## config.mk

```make
export PLATFORM = sky130hd
export DESIGN_NAME = instruction_fetch_flat
export DESIGN_NICKNAME = d
export VERILOG_FILES = /design/src/rtl/instruction_fetch_pkg.sv /design/src/rtl/instruction_fetch_if.sv /design/src/rtl/instruction_fetch_pc_register.sv /design/src/rtl/instruction_fetch.sv /design/src/flat_wrapper.sv
export SDC_FILE = /design/constraint.sdc
export NUM_CORES = 1
export LEC_CHECK = 0
export ABC_AREA = 1
export CORE_MARGIN = 2
export CORE_UTILIZATION = 46
export CTS_BUF_LIST = sky130_fd_sc_hd__clkbuf_8
export DETAILED_ROUTE_END_ITERATION = 8
export PLACE_DENSITY = 0.87
export SYNTH_ARGS = -nofsm -noshare
export SYNTH_HDL_FRONTEND = slang
export SYNTH_SLANG_ARGS = --single-unit
export TNS_END_PERCENT = 50
```

## constraint.sdc

```tcl
create_clock -name clk -period 1.6 [get_ports clk]
set_input_delay 0.16 -clock clk [delete_from_list [all_inputs] [get_ports clk]]
set_output_delay 0.16 -clock clk [all_outputs]
set_load 0.005 [all_outputs]
```

## src/rtl/instruction_fetch_pkg.sv

```systemverilog
// instruction_fetch_pkg: shared fetch constants and state encoding (package mips_pkg)
package mips_pkg;
    localparam logic [31:0] NOP_WORD_DEFAULT = 32'h0000_0000;
    localparam logic [31:0] RESET_PC_DEFAULT = 32'h0000_0000;
    localparam logic [31:0] PC_INC = 32'd4;
    typedef enum logic {FETCH, HOLD} fetch_state_t;
endpackage

```

## src/rtl/instruction_fetch_if.sv

```systemverilog
// instruction_fetch_if: request/ready handshake between fetch stage and instruction memory
interface instruction_fetch_if;
    logic imemReq;
    logic [31:0] imemAddr;
    logic imemReady;
    logic [31:0] imemData;
    modport master(output imemReq, imemAddr, input imemReady, imemData);
    modport slave(input imemReq, imemAddr, output imemReady, imemData);
endinterface

```

## src/rtl/instruction_fetch_pc_register.sv

```systemverilog
// pc_register: word-aligned program counter with reset, redirect load and increment
module pc_register
    import mips_pkg::*;
#(
    parameter logic [31:0] RESET_PC = RESET_PC_DEFAULT
) (
    input  logic        clk,
    input  logic        reset,
    input  logic        load,
    input  logic [31:0] loadValue,
    input  logic        inc,
    output logic [31:0] pc
);
    always_ff @(posedge clk)
        if (reset) pc <= RESET_PC & 32'hFFFF_FFFC;
        else if (load) pc <= loadValue & 32'hFFFF_FFFC;
        else if (inc) pc <= pc + PC_INC;
endmodule

```

## src/rtl/instruction_fetch.sv

```systemverilog
// instruction_fetch: PC, memory request FSM and registered instruction output.
// Optional IF_PERF_CNT_EN adds the fetchCount accepted-fetch counter.
module instruction_fetch
    import mips_pkg::*;
#(
    parameter logic [31:0] RESET_PC = RESET_PC_DEFAULT,
    parameter logic [31:0] NOP_WORD = NOP_WORD_DEFAULT
) (
    input  logic                  clk,
    input  logic                  reset,
    input  logic                  stall,
    input  logic                  branchTaken,
    input  logic [31:0]           branchTarget,
    instruction_fetch_if.master   imem,
    output logic [31:0]           instructionOut,
    output logic [31:0]           pcOut,
    output logic [31:0]           pcPlus4Out,
    output logic                  instrValid
`ifdef IF_PERF_CNT_EN
    ,
    output logic [31:0]           fetchCount
`endif
);
    logic [31:0] pc;
    logic accept;
    fetch_state_t state;
    // a redirect discards whatever the memory returns in the same cycle
    assign accept = state == FETCH && imem.imemReady && !branchTaken;
    assign imem.imemReq = !reset && state == FETCH;
    assign imem.imemAddr = pc;
    pc_register #(.RESET_PC(RESET_PC)) u_pc (
        .clk(clk),
        .reset(reset),
        .load(branchTaken),
        .loadValue(branchTarget),
        .inc(accept),
        .pc(pc)
    );
    always_ff @(posedge clk)
        if (reset) begin
            state <= FETCH;
            instrValid <= 1'b0;
            instructionOut <= NOP_WORD;
            pcOut <= '0;
            pcPlus4Out <= '0;
        end else if (accept) begin
            instructionOut <= imem.imemData;
            pcOut <= pc;
            pcPlus4Out <= pc + PC_INC;
            instrValid <= 1'b1;
            state <= stall ? HOLD : FETCH;
        end else if (branchTaken || !stall) begin
            instrValid <= 1'b0;
            instructionOut <= NOP_WORD;
            state <= FETCH;
        end
`ifdef IF_PERF_CNT_EN
    always_ff @(posedge clk)
        if (reset) fetchCount <= '0;
        else if (accept) fetchCount <= fetchCount + 32'd1;
`endif
endmodule

```

## src/flat_wrapper.sv

```systemverilog
// flat-port wrapper written by rule: the top's interface ports become plain ports
module instruction_fetch_flat import mips_pkg::*;
#(
    parameter logic [31:0] RESET_PC = RESET_PC_DEFAULT,
    parameter logic [31:0] NOP_WORD = NOP_WORD_DEFAULT
)
  (clk, reset, stall, branchTaken, branchTarget, instructionOut, pcOut, pcPlus4Out, instrValid, imem_imemReq, imem_imemAddr, imem_imemReady, imem_imemData);
  instruction_fetch_if imem_i ();
  input  logic clk;
  input  logic reset;
  input  logic stall;
  input  logic branchTaken;
  input  logic [31:0] branchTarget;
  output logic [31:0] instructionOut;
  output logic [31:0] pcOut;
  output logic [31:0] pcPlus4Out;
  output logic instrValid;
  output wire logic [$bits(imem_i.imemReq)-1:0] imem_imemReq;
  output wire logic [$bits(imem_i.imemAddr)-1:0] imem_imemAddr;
  input wire logic [$bits(imem_i.imemReady)-1:0] imem_imemReady;
  input wire logic [$bits(imem_i.imemData)-1:0] imem_imemData;
  assign imem_imemReq = imem_i.imemReq;
  assign imem_imemAddr = imem_i.imemAddr;
  assign imem_i.imemReady = imem_imemReady;
  assign imem_i.imemData = imem_imemData;
  instruction_fetch #(.RESET_PC(RESET_PC), .NOP_WORD(NOP_WORD)) u_core (.clk(clk), .reset(reset), .stall(stall), .branchTaken(branchTaken), .branchTarget(branchTarget), .imem(imem_i), .instructionOut(instructionOut), .pcOut(pcOut), .pcPlus4Out(pcPlus4Out), .instrValid(instrValid));
endmodule
```

==> results by group, run 1 <==
Final layout
  • Final #Nets: 1,030
  • Final instance area: around 8000 sq um
  • Fill cells: 857
  • Multi-input logic area: roughly 2400 sq um
  • Reg area: around 2500 sq um
  • N_diodes: 0
  • Share of post-route cells with drive strength above 1: between 10% and 20%
  • P&R area growth vs syn: 54.6%

Timing
  • Slew Limit Fails: 0
  • Final Hold Viols: 0
  • Max Clk Rate: 635 MHz
  • Clk_skew: 16.1 ps
  • Setup violators final: 0
  • Max transition margin: around half
  • Unrepaired setup endpoints after global routing: true
  • Min Clock Period, post-route: 1570 ps
  • Tcrit/Tclk final: 98.4%
  • Slew of the pin with the lowest slew margin: around 740 ps

Setup path
  • Worst path max stage delay: around 540 ps
  • Crit path max-delay family: buffers and inverters
  • CP Cell Sequence: clkdlybuf4s50_1
  • Setup CP Type: reg2out
  • Maximum fanout along the worst path: 5
  • CP Data Required Time: around 1400 ps
  • Worst setup SP type: register
  • Worst reg2reg path startpoint: u_core.u_pc.pc[3]
  • Slowest CP cell: clkdlybuf4s50_1
  • Crit path DAT: between 1000 and 1500 ps
  • Worst Setup SP: u_core.u_pc.pc[27]
  • Worst path bufs/invs: 1
  • Setup crit end kind: primary output

CTS
  • Maximum clock path buffer count: 2
  • CTS root buf: clkbuf_8
  • CTS tree: yes
  • Post-cts hold buffer count: 0
  • Cts bufs inserted: 17
  • Clock-pin slew on the worst setup and hold paths: around 80 ps
  • Clk Latency, worst-skew pair: around 440 ps
  • Sink Count: between 100 and 150
  • Max H-tree Level: 4

Power and ir drop
  • Maximum VDD drop: around 0.00052 V
  • Power Dens Cells: roughly 890 nW/um^2
  • Int Power: between 5000 and 6000 uW
  • Flop pwr share: approximately 46%
  • Combinational share of power: ~14%
  • P_leak: about 0.0033 uW
  • Overall power: 7240 uW
  • Psw: between 1500 and 2000 uW
  • Switching share of total power: between 20 and 30%
  • Clock Power Share: approximately two fifths

Yosys
  • Syn Std Cell Area: 5270 sq um
  • Ys Warns: 0
  • Syn Inst Count: between 700 and 800
  • Yosys reg bits: 124
  • Sequential area share after synthesis: 47.1%
  • Yosys cell types: 24
  • Syn avg cell area: between 7 and 8 sq um

Detailed routing
  • Starting DRC count in detailed routing: 431
  • Number of remaining DRC errors: 0
  • M1 wire length: 6850 microns
  • Met3 WL: 1560 microns
  • Met2 WL post-DR: between 8000 and 9000 microns
  • First-pass iteration count of the detailed router: 5
  • DR WL/cell: around 15 microns
  • Routed WL: between 15,000 and 20,000 microns
  • Drt via density: approximately 5.1
  • Vias: roughly 5,700
  • Highest metal used: met4
  • Post-DRT Antenna Nets: 0

Run status
  • Outcome: completed

Global routing
  • Number of global-route vias before repair: 5,603
  • Largest net degree at the start of global routing: 72
  • Grt ovf: 0
  • Antenna violations before repair: 0
  • First-pass GRT wire length: between 20,000 and 30,000 microns
  • Gr usage total: between 20% and 30%

Floorplanning
  • I/O pin cnt: 199
  • Row count: 39
  • DIE WIDTH: 111 microns
  • Core ar.: 11,300 sq um
  • Die height: between 100 and 150 microns
  • Die footprint: roughly 12,000 sq um
  • Starting Density: between 40% and 50%

Placement
  • IO buf count: 190
  • GPL Wtd Cong: just under 0.9
  • Placed Area: between 7000 and 8000 sq um
  • HPWL after DPL: 11,800 microns

Worst hold path
  • Hold Path Class: in2reg
  • Hold Crit Start: reset

Run
  • Max-cap violations: 0
==> kinds of logic after synthesis <==
family / synth area share [%]
and+or+nand+nor: 26.7
buffers and inverters: 7.62
DFF: 47.1
AOI/OAI and AO/OA: 17.3
other: 0.0712
xor gates and xnor gates: 0.997
adders and majority gates: 0.237
==> final timing paths <==
kind,cells past startpoint,end,slack [ps]
max,1,imem_imemAddr[27],30
min,3,u_core.u_pc.pc[25],240
max reg2reg,8,u_core.u_pc.pc[14],110
min reg2reg,2,u_core.instructionOut[18],460
==> timing repair <==
| item | CTS | global route |
|---|---|---|
| setup buffers | 5 | 8 |
| pin swaps | 0 | 6 |
| gates resized for setup | 23 | 33 |
| endpoints found under the setup margin | 23 | 44 |
==> cells in the final DEF (no fill, tap or decap), drive strengths merged, types with 3 or more instances in the layout <==
cell type	count
a21oi	109
a22o	6
a31oi	9
buf	52
bufinv	3
clkbuf	19
clkdlybuf4s50	174
clkinv	6
clkinvlp	3
conb	6
dfxtp	124
dlygate4sd2	5
dlymetal6s2s	10
inv	53
nand2	235
nand3	23
nor2	75
o21ai	51
xor2	6
==> registers in the layout (all words and copies together), names as in the netlist <==
name,count
u_core.state,1
u_core.instructionOut,32
u_core.pcOut,30
u_core.u_pc.pc,30
u_core.pcPlus4Out,30
u_core.instrValid,1
==> Yosys cell counts <==
| master | instances | area share (%) |
|---|---|---|
| a22o_1 | 6 | 1.0 |
| nor3_1 | 1 | 0.095 |
| ha_1 | 1 | 0.24 |
| nor2_1 | 61 | 4.3 |
| dfxtp_1 | 124 | 47 |
| a31oi_1 | 9 | 1.1 |
| buf_4 | 6 | 0.85 |
| nor2_4 | 9 | 1.9 |
| o21ai_1 | 1 | 0.095 |
| nand3_1 | 23 | 2.2 |
| clkbuf_1 | 23 | 1.6 |
| nand2_1 | 227 | 16 |
| a21oi_1 | 109 | 10 |
| o21ai_0 | 50 | 4.7 |
| nand2_4 | 2 | 0.43 |
| nand2_2 | 6 | 0.71 |
| nand3b_1 | 1 | 0.14 |
| inv_1 | 48 | 3.4 |
| or2_2 | 1 | 0.12 |
| inv_2 | 4 | 0.28 |
| conb_1 | 1 | 0.071 |
| nor2_2 | 5 | 0.59 |
| buf_2 | 15 | 1.4 |
| xor2_1 | 6 | 1.0 |
==> power groups by stage <==
stage | clock network (uW) | logic (uW) | registers, uW
final | 2880 | 1030 | 3340
after CTS | 2910 | 1010 | 3330
after detailed placement | 0 | 995 | 3400
after floorplan | 0 | 360 | 3410
after global placement | 0 | 982 | 3390
after global routing | 3060 | 1130 | 3350
==> per-layer routing <==
layer / global-route usage, % / vias to the layer above
met2: 45.2 / 258
li1: - / 2807
met5: 0 / -
met1: 30.9 / 2631
met3: 11.6 / 46
met4: 10.3 / 0
==> metrics by stage <==
stage	instances	hold slack [ps]	setup TNS [ps]	setup WS (ps)	utilization, %
floorplan	744	289	0	127	-
global placement	1071	445	-6890	-158	66.5
detailed placement	1071	452	-8730	-227	66.5
CTS	1108	225	0	0.312	70.6
global route	1116	220	-29.7	-15.1	72.0
finish	1116	242	0	25.2	72.0
==> area by class of cell <==
class / count / share of cell area, %
timing repair buffer: 241 / 29.4
multi-input combinational: 524 / 30.0
tap: 143 / 2.20
clock inverter: 13 / 1.84
sequential: 124 / 30.9
clock buffer: 19 / 3.21
inverter: 52 / 2.44
Power figures use the tool's default switching activity.
==> run 2, diff against run 1 <==
--- a/config.mk
+++ b/config.mk
@@ -6,9 +6,9 @@
 export NUM_CORES = 1
 export LEC_CHECK = 0
 export ABC_AREA = 1
-export CORE_MARGIN = 2
 export CORE_UTILIZATION = 46
 export CTS_BUF_LIST = sky130_fd_sc_hd__clkbuf_8
+export CTS_CLUSTER_DIAMETER = 40
 export DETAILED_ROUTE_END_ITERATION = 8
 export PLACE_DENSITY = 0.87
 export SYNTH_ARGS = -nofsm -noshare
==> run 2 against run 1 <==
  * First-iteration DRC count down 23%
  * Total power shrank 0.98%
  * Critical path depth increased by 1
  * Maximum frequency is 0.36% higher
  * Count of clock-buffer cells in the layout is 2 lower
  * Utilization increased by 1.2 points
  * Clock skew is 2.4 ps lower
  * Sequential share of layout area rose by 0.40 points
  * Design area shrank 1.4%
  * Routed wire length decreased by 4.3%
  * Largest cell class unchanged
  * Largest power group unchanged
  * Highest routed layer unchanged
==> results by group, run 2 (synthesized netlist as in run 1, its figures left out) <==
Final layout
  • Commonest non-fill, non-tap cell in the layout: nand2_1
  • Fill cells: 846
  • P&R area growth vs syn: 52.4%
  • Share of post-route cells with drive strength above 1: 13.7%
  • Final #Nets: ~1,000
  • Max reg flops: 32
  • Final design utilization: about 73%
  • N_diodes: 0
  • Most frequent cells in the layout: 227 x nand2_1, 177 x clkdlybuf4s50_1, 109 x a21oi_1
  • Biggest register: u_core.instructionOut

Power and ir drop
  • Power Dens Cells: approximately 900 nW/um^2
  • P_leak: around 0.0032 uW
  • Maximum VDD drop: about 0.00069 V

Detailed routing
  • Vias: approximately 5,600
  • Number of remaining DRC errors: 0
  • Routed WL: roughly 16,000 microns
  • Drt via density: around 5
  • First-pass iteration count of the detailed router: 5
  • Starting DRC count in detailed routing: 330
  • Post-DRT Antenna Nets: 0
  • DR WL/cell: approximately 15 microns

Run
  • Max-cap violations: 0

Placement
  • GPL Wtd Cong: 0.948
  • IO buf count: 190
  • HPWL after DPL: around 12,000 microns

CTS
  • CTS root buf: clkbuf_8
  • Max H-tree Level: 4
  • Maximum clock path buffer count: 2
  • Sink Count: 124
  • Cts bufs inserted: 17
  • Clk Latency, worst-skew pair: approximately 440 ps
  • CTS tree: yes
  • Clock-pin slew on the worst setup and hold paths: ~70 ps

Floorplanning
  • Row count: 38
  • Die height: 109 microns
  • Core ar.: between 10,000 and 15,000 sq um
  • I/O pin cnt: approximately 200
  • Die footprint: approximately 12,000 sq um
  • DIE WIDTH: between 100 and 150 microns
  • Starting Density: 48.0%

Global routing
  • Largest net degree at the start of global routing: 69
  • Gr usage total: between 20% and 30%
  • Number of global-route vias before repair: roughly 5,500
  • First-pass GRT wire length: around 26,000 microns
  • Grt ovf: 0
  • Antenna violations before repair: 0

Setup path
  • Worst setup SP type: register
  • Worst path max stage delay: 510 ps
  • CP Data Required Time: 1440 ps
  • Setup CP Type: reg2out
  • Slowest CP cell: clkdlybuf4s50_1
  • Worst reg2reg path startpoint: u_core.u_pc.pc[3]
  • Maximum fanout along the worst path: 4
  • CP Cell Sequence: buf_4 > clkdlybuf4s50_1
  • Crit path DAT: between 1000 and 1500 ps
  • R2R depth: 9
  • Worst Setup SP: u_core.u_pc.pc[12]
  • Setup crit end kind: primary output

Timing
  • Hold_ws: about 72 ps
  • Max Clk Rate: between 600 and 700 MHz
  • Slew Limit Fails: 0
  • Slew of the pin with the lowest slew margin: approximately 700 ps
  • Min Clock Period, post-route: about 1600 ps
  • Max transition margin: 53.2%
  • Setup violators final: 0
  • Tcrit/Tclk final: a little over nine tenths
  • Final Hold Viols: 0
  • Clk_skew: about 14 ps
  • Unrepaired setup endpoints after global routing: false

Run status
  • Outcome: completed

Worst hold path
  • Hold Path Class: in2reg
  • WHS Path Cells: 4
  • Hold Crit Start: reset
## run 2: cell types whose count changed in the layout (fill, tap and decap cells not counted), moves of 2 or more
cell             delta
buf_12              -4
buf_4               -2
clkbuf_8            -2
clkdlybuf4s50_1     +3
clkinv_4            +2
dfxtp_1             +2
dfxtp_2             -2
dlygate4sd2_1       -2
nor2_1              +2
nor2_2              -2
## run 2: worst max-delay path, delay by kind of cell, from the launching register on
| family | cells | cell delay, ps |
|---|---|---|
| buf+inv | 2 | 640 |
| flops | 1 | 340 |
## run 2: per-layer routing
layer	up-vias	global-route usage [%]	routed length, microns	part of all wire (%)
li1	2790	-	-	-
met4	0	9.94	333	2.0
met2	241	48.4	7910	49
met1	2568	33.4	6570	40
met5	-	0	0	0
met3	35	9.38	1440	8.9
## run 2: where the power goes
group | internal [uW] | total [uW] | switching [uW]
registers | 3230 | 3330 | 101
logic | 558 | 1010 | 453
clock network | 1540 | 2830 | 1300
## run 2: path summary, 6_finish.rpt
check | end | slack (ps)
worst min-delay path | u_core.pcOut[3] | 70
worst max-delay path | imem_imemAddr[12] | 30
worst max register to register | u_core.pcPlus4Out[19] | 90
worst min register to register | u_core.pcPlus4Out[7] | 460
## run 2: through the flow
step	instance area, sq um	total power, uW	worst slack [ps]	setup TNS [ps]	instances
3_3_place_gp	7510	4370	-124	-4080	1072
3_5_place_dp	7510	4390	-215	-7510	1072
6_report	8030	7170	30.9	0	1107
5_1_grt	8030	7470	0.259	0	1107
4_1_cts	7950	7200	0.853	0	1106
2_1_floorplan	5290	3770	127	0	744
## run 2: repair_timing
item	in CTS	in global routing
endpoints found under the setup margin	15	66
hold buffers	0	0
pin swaps	0	1
resized for setup	18	30
setup buffers	2	1
## run 2: final cells by class
cell class,instances,area (sq um),area share [%]
sequential,124,2520,31.3
timing repair buffer,235,2300,28.6
clock buffer,17,234,2.91
clock inverter,15,175,2.18
multi-input combinational,524,2440,30.3
inverter,52,198,2.46
tap,140,175,2.18
